<file path="config.mk">
export PLATFORM = sky130hd
export DESIGN_NAME = kc705_c2h_pattern_tx
export DESIGN_NICKNAME = d
export VERILOG_FILES = /design/src/rtl/kc705_c2h_pattern_tx.sv
export SDC_FILE = /design/constraint.sdc
export NUM_CORES = 1
export LEC_CHECK = 0
export CORE_MARGIN = 2
export CORE_UTILIZATION = 35
export DETAILED_ROUTE_END_ITERATION = 16
export REMOVE_ABC_BUFFERS = 1
export SYNTH_ARGS = -nofsm -noshare
export SYNTH_HDL_FRONTEND = slang
export SYNTH_SLANG_ARGS = --single-unit
</file>
<file path="constraint.sdc">
create_clock -name CLK -period 3.58 [get_ports CLK]
set_input_delay 0.716 -clock CLK [delete_from_list [all_inputs] [get_ports CLK]]
set_output_delay 0.716 -clock CLK [all_outputs]
set_load 0.02 [all_outputs]
</file>
<file path="src/rtl/kc705_c2h_pattern_tx.sv">
// C2H test-pattern transmitter: framed 64-bit {seq, k} packets on an AXI4-Stream master.
// Optional header beat per packet when the C2H_HEADER_EN macro is defined.
module kc705_c2h_pattern_tx #(
    parameter int GAP_CYCLES = 4,
    parameter int HB_DIV_W   = 26
) (
    input  logic        CLK,
    input  logic        RST_N,
    input  logic        enable,
    input  logic [15:0] pkt_len,
    input  logic [31:0] pkt_limit,
    output logic [63:0] m_axis_tdata,
    output logic [7:0]  m_axis_tkeep,
    output logic        m_axis_tvalid,
    input  logic        m_axis_tready,
    output logic        m_axis_tlast,
    output logic        busy,
    output logic        done,
    output logic [31:0] pkts_sent,
    output logic        led_hb
);

    typedef enum logic [1:0] {
        IDLE = 2'd0,
        SEND = 2'd1,
        GAP  = 2'd2,
        DONE = 2'd3
    } state_t;

    localparam logic [15:0] GAP_LAST = (GAP_CYCLES > 0) ? 16'(GAP_CYCLES - 1) : 16'd0;

    state_t        state_r, state_s;
    logic [31:0]   seq_r, seq_s;
    logic [31:0]   pkts_r, pkts_s;
    logic [15:0]   word_r, word_s;
    logic [15:0]   len_r, len_s;
    logic [15:0]   gap_r, gap_s;
    logic [63:0]   tdata_r;
    logic [7:0]    tkeep_r;
    logic          tvalid_r, tlast_r, busy_r, done_r, led_r;
    logic [HB_DIV_W-1:0] hb_div_r;
    logic          accept_s;
    logic [15:0]   len_sample_s;
    logic [31:0]   pkts_inc_s;

    // Index of the final beat (header counts as index 0 when present).
    function automatic logic [15:0] last_idx(input logic [15:0] len);
`ifdef C2H_HEADER_EN
        return len;
`else
        return len - 16'd1;
`endif
    endfunction

    function automatic logic [63:0] beat_data(input logic [31:0] seq,
                                              input logic [15:0] idx,
                                              input logic [15:0] len);
        logic [63:0] beat;
`ifdef C2H_HEADER_EN
        if (idx == 16'd0) begin
            beat = {16'hCE9C, len, seq};
        end else begin
            beat = {seq, 16'h0000, idx - 16'd1};
        end
`else
        beat = {seq, 16'h0000, idx};
        if (len == 16'd0) begin
            beat = 64'h0000_0000_0000_0000;
        end else begin
            beat = {seq, 16'h0000, idx};
        end
`endif
        return beat;
    endfunction

    assign accept_s     = tvalid_r & m_axis_tready;
    assign len_sample_s = (pkt_len == 16'd0) ? 16'd1 : pkt_len;
    assign pkts_inc_s   = pkts_r + 32'd1;

    // Next-state and next-counter logic.
    always_comb begin
        state_s = state_r;
        seq_s   = seq_r;
        pkts_s  = pkts_r;
        word_s  = word_r;
        len_s   = len_r;
        gap_s   = gap_r;
        case (state_r)
            IDLE: begin
                if (enable) begin
                    state_s = SEND;
                    seq_s   = 32'd0;
                    pkts_s  = 32'd0;
                    word_s  = 16'd0;
                    len_s   = len_sample_s;
                end else begin
                    state_s = IDLE;
                end
            end
            SEND: begin
                if (accept_s && tlast_r) begin
                    pkts_s = pkts_inc_s;
                    seq_s  = seq_r + 32'd1;
                    word_s = 16'd0;
                    // Limit check wins over enable so a finished session always reports done.
                    if ((pkt_limit != 32'd0) && (pkts_inc_s == pkt_limit)) begin
                        state_s = DONE;
                    end else if (!enable) begin
                        state_s = IDLE;
                    end else if (GAP_CYCLES > 0) begin
                        state_s = GAP;
                        gap_s   = 16'd0;
                    end else begin
                        state_s = SEND;
                        len_s   = len_sample_s;
                    end
                end else if (accept_s) begin
                    word_s = word_r + 16'd1;
                end else begin
                    state_s = SEND;
                end
            end
            GAP: begin
                if (gap_r == GAP_LAST) begin
                    if (enable) begin
                        state_s = SEND;
                        word_s  = 16'd0;
                        len_s   = len_sample_s;
                    end else begin
                        state_s = IDLE;
                    end
                end else begin
                    gap_s = gap_r + 16'd1;
                end
            end
            DONE: begin
                if (!enable) begin
                    state_s = IDLE;
                end else begin
                    state_s = DONE;
                end
            end
            default: begin
                state_s = IDLE;
            end
        endcase
    end

    // State, counters and registered stream/status outputs.
    always_ff @(posedge CLK or negedge RST_N) begin
        if (!RST_N) begin
            state_r  <= IDLE;
            seq_r    <= 32'd0;
            pkts_r   <= 32'd0;
            word_r   <= 16'd0;
            len_r    <= 16'd0;
            gap_r    <= 16'd0;
            tdata_r  <= 64'd0;
            tkeep_r  <= 8'h00;
            tvalid_r <= 1'b0;
            tlast_r  <= 1'b0;
            busy_r   <= 1'b0;
            done_r   <= 1'b0;
        end else begin
            state_r  <= state_s;
            seq_r    <= seq_s;
            pkts_r   <= pkts_s;
            word_r   <= word_s;
            len_r    <= len_s;
            gap_r    <= gap_s;
            busy_r   <= (state_s == SEND) || (state_s == GAP);
            done_r   <= (state_s == DONE);
            if (state_s == SEND) begin
                tdata_r  <= beat_data(seq_s, word_s, len_s);
                tkeep_r  <= 8'hFF;
                tvalid_r <= 1'b1;
                tlast_r  <= (word_s == last_idx(len_s));
            end else begin
                tdata_r  <= 64'd0;
                tkeep_r  <= 8'h00;
                tvalid_r <= 1'b0;
                tlast_r  <= 1'b0;
            end
        end
    end

    // Heartbeat divider runs only while busy.
    always_ff @(posedge CLK or negedge RST_N) begin
        if (!RST_N) begin
            hb_div_r <= '0;
            led_r    <= 1'b0;
        end else if (busy_r) begin
            hb_div_r <= hb_div_r + {{(HB_DIV_W-1){1'b0}}, 1'b1};
            if (&hb_div_r) begin
                led_r <= ~led_r;
            end else begin
                led_r <= led_r;
            end
        end else begin
            hb_div_r <= hb_div_r;
            led_r    <= led_r;
        end
    end

    assign m_axis_tdata  = tdata_r;
    assign m_axis_tkeep  = tkeep_r;
    assign m_axis_tvalid = tvalid_r;
    assign m_axis_tlast  = tlast_r;
    assign busy          = busy_r;
    assign done          = done_r;
    assign pkts_sent     = pkts_r;
    assign led_hb        = led_r;

endmodule
</file>
==> results.cfg <==
[run_status]
status = finished, violations left
violations = setup timing

[run]
max_cap_violations = 0

[timing]
max_freq_mhz = 271
hold_ws_ps = 306
max_slew_margin = 0.504
hold_viol = 0
fin_crit_sh = 1.03
setup_violations = 49
finClkSkew_ps = 15.5
setup_ws_ps = -112
slew_violations = 0
fin_crit_ps = 3690
worst_slew_pin_slew_ps = 742
rsz0062_at_grt = yes

[logic_synthesis]
yosys_warnings = 0
yosys.area.top_type = dfrtp_1
ys_top_cells_by_count = 193 x dfrtp_1, 114 x o21ai_0, 109 x nand2_1, 80 x nor2_1, 64 x xnor2_1
synth.area.top_cells = dfrtp_1 46%, o21ai_0 5.4%, xnor2_1 5.3%, nand2_1 3.9%, nand3_1 2.9%
synth.avg_cell_area_um2 = 9.07
synth_area_mm2 = 0.0106
ys_ff_latch = 193
async_reset_ff_frac = 1.00
netlist_instances = 1169
synthFlopType = dfrtp_1
yosysTopAreaCellShare = 0.456
yosysMostFrequentCell = dfrtp_1
synth_edf_count = 0
ys_types = 65
synth-seq-area-share = 0.456

[clocking]
cts_buffers = 17
clkSinkCount = 193
clockRootBuffer = clkbuf_16
htree_levels = 4
cts_tree = yes
path_clk_slew_ps = 80
clock_latency_ps = 440
postCtsHoldBufs = 0
clk_path_buf_depth = 2

[critical_path]
r2r-end = m_axis_tdata[39]
cp_data_required_time_ps = 3940
cp_max_fo = 26
setup.worst_path.start_class = flip-flop
r2r_start = pkts_sent[7]
crit_arrival_ps = 4050
end_kind = flip-flop
r2r_slack_ps = -110
critPathKind = reg2reg
r2r_cells = 15

[drt]
routed_wl_mm = 30.1
wire_per_inst_um = 16.2
avgViaCountPerCell = 5.21
drt_iter0_markers = 685
route.detailed.drc = 0
vias = 9685
final_antenna_net_count = 0
firstDrtPassIters = 7

[floorplanning]
fp.coreArea_mm2 = 0.0297
die_x_um = 178
ioPinCount = 161
rows = 63
initial_core_util = 0.357
die_area_mm2 = 0.0317
die_h_um = 178

[final_layout]
final_cells = 1860
nNetsFinal = 1517
area_delta_synth_final_pct = 36.4
final_util = 0.487
layout-drive-gt1-share = 0.195

[global_routing]
grt_pass1_vias = 9425
grt_antenna_before_repair = 1
grt_start_max_net_pins = 82
grt_overflow_total = 0
grt_usage = 0.192
grt_first_pass_wirelength_mm = 48.7

[place]
gp_congestion = 0.878
io_buffers = 144
dp.cells = 1820
pre_cts_slack_ps = -994
dp_hpwl_mm = 22.0

[power_and_ir_drop]
powerDensity_mw_per_mm2 = 350
p_leak_nw = 6.27
peakVddDrop_uv = 342

[hold_path]
worstHoldPathType = in2async
==> cells by family after synthesis <==
family / synth area share
adder cells (fa/ha/maj): 0.0106
buffers and inverters: 0.0496
flip-flops: 0.456
XOR/XNOR: 0.0777
other: 0.000354
AO/OA/AOI/OAI: 0.147
AND/OR/NAND/NOR: 0.238
multiplexers: 0.0220
==> critical path, cell delays in order, from the launching register on <==
cell and delay (ps):
dfrtp_1 360, nand4_1 230, or4_4 530, or4_1 500, a32oi_1 200, a21oi_1 100
nor4_2 360, nand3_2 150, a31oi_1 190, a21oi_1 50, nor2_1 170, ha_2 230
buf_4 130, o21ai_4 100, buf_12 180, nor3_2 130
==> registers in the layout (all words and copies together) (netlist names) <==
signal,count
busy,1
done,1
gap_r,16
hb_div_r,26
led_hb,1
len_r,16
m_axis_tdata,48
m_axis_tkeep,1
m_axis_tlast,1
pkts_sent,32
seq_r,32
state_r,2
word_r,16
==> repair_timing <==
item,4_1_cts,5_1_grt
pin swaps,10,3
cloned,0,1
endpoints found under the hold margin,0,0
setup endpoints to repair,52,51
gates resized for setup,18,23
buffers inserted,8,2
==> per-stage QoR <==
step | power [mW] | area (µm²) | TNS, ps
floorplan | 2.83 | 10200 | -92330
global placement | 3.18 | 13600 | -36340
detailed placement | 3.19 | 13600 | -41510
CTS | 5.13 | 14300 | -4320
global route | 5.31 | 14500 | -14230
finish | 5.07 | 14500 | -3540
==> layout make-up <==
cell class	instances	area [µm²]
Fill cell	2790	15300
Multi-Input combinational cell	883	5510
Sequential cell	193	4830
Timing Repair Buffer	331	2930
Tap cell	390	488
Clock buffer	18	429
Clock inverter	14	160
Inverter	30	113
Antenna cell	1	2.50
==> metal layers <==
layer	share of wire	global-route usage
met4	0.019	0.0584
met3	0.042	0.0313
met5	0	0
met1	0.46	0.261
met2	0.48	0.315
==> worst max path at each step <==
stage / startpoint / to / slack (ps)
6_report: pkts_sent[7] / m_axis_tdata[39] / -110
5_1_grt: pkts_sent[7] / m_axis_tdata[52] / -340
4_1_cts: pkts_sent[5] / m_axis_tdata[35] / -120
3_5_place_dp: pkt_limit[4] / m_axis_tlast / -990
3_3_place_gp: pkt_limit[4] / m_axis_tlast / -900
2_1_floorplan: gap_r[0] / m_axis_tdata[10] / -1930
==> power breakdown <==
| group | internal, mW | switching [mW] |
|---|---|---|
| sequential | 2.31 | 0.111 |
| clock | 0.945 | 0.977 |
| combinational | 0.355 | 0.376 |
| total | 3.61 | 1.46 |
==> cells in the final DEF, fill, tap and decap left out, types with 10 or more instances in the layout <==
cell type,instances
clkbuf_16,18
o31ai_1,17
xnor2_1,64
buf_4,181
nand4_1,36
and3_1,35
nor2b_2,10
inv_1,30
a21oi_1,46
nor4_1,23
mux2_2,10
nor2_1,76
or3_1,12
nor3_1,25
a31oi_1,30
and2_1,12
nand3_1,60
mux2i_1,12
xor2_1,30
o21ai_0,113
conb_1,16
dfrtp_1,193
clkdlybuf4s50_1,143
nor2b_1,22
nand2_1,109
No activity file was read; power rests on OpenSTA's default activity.
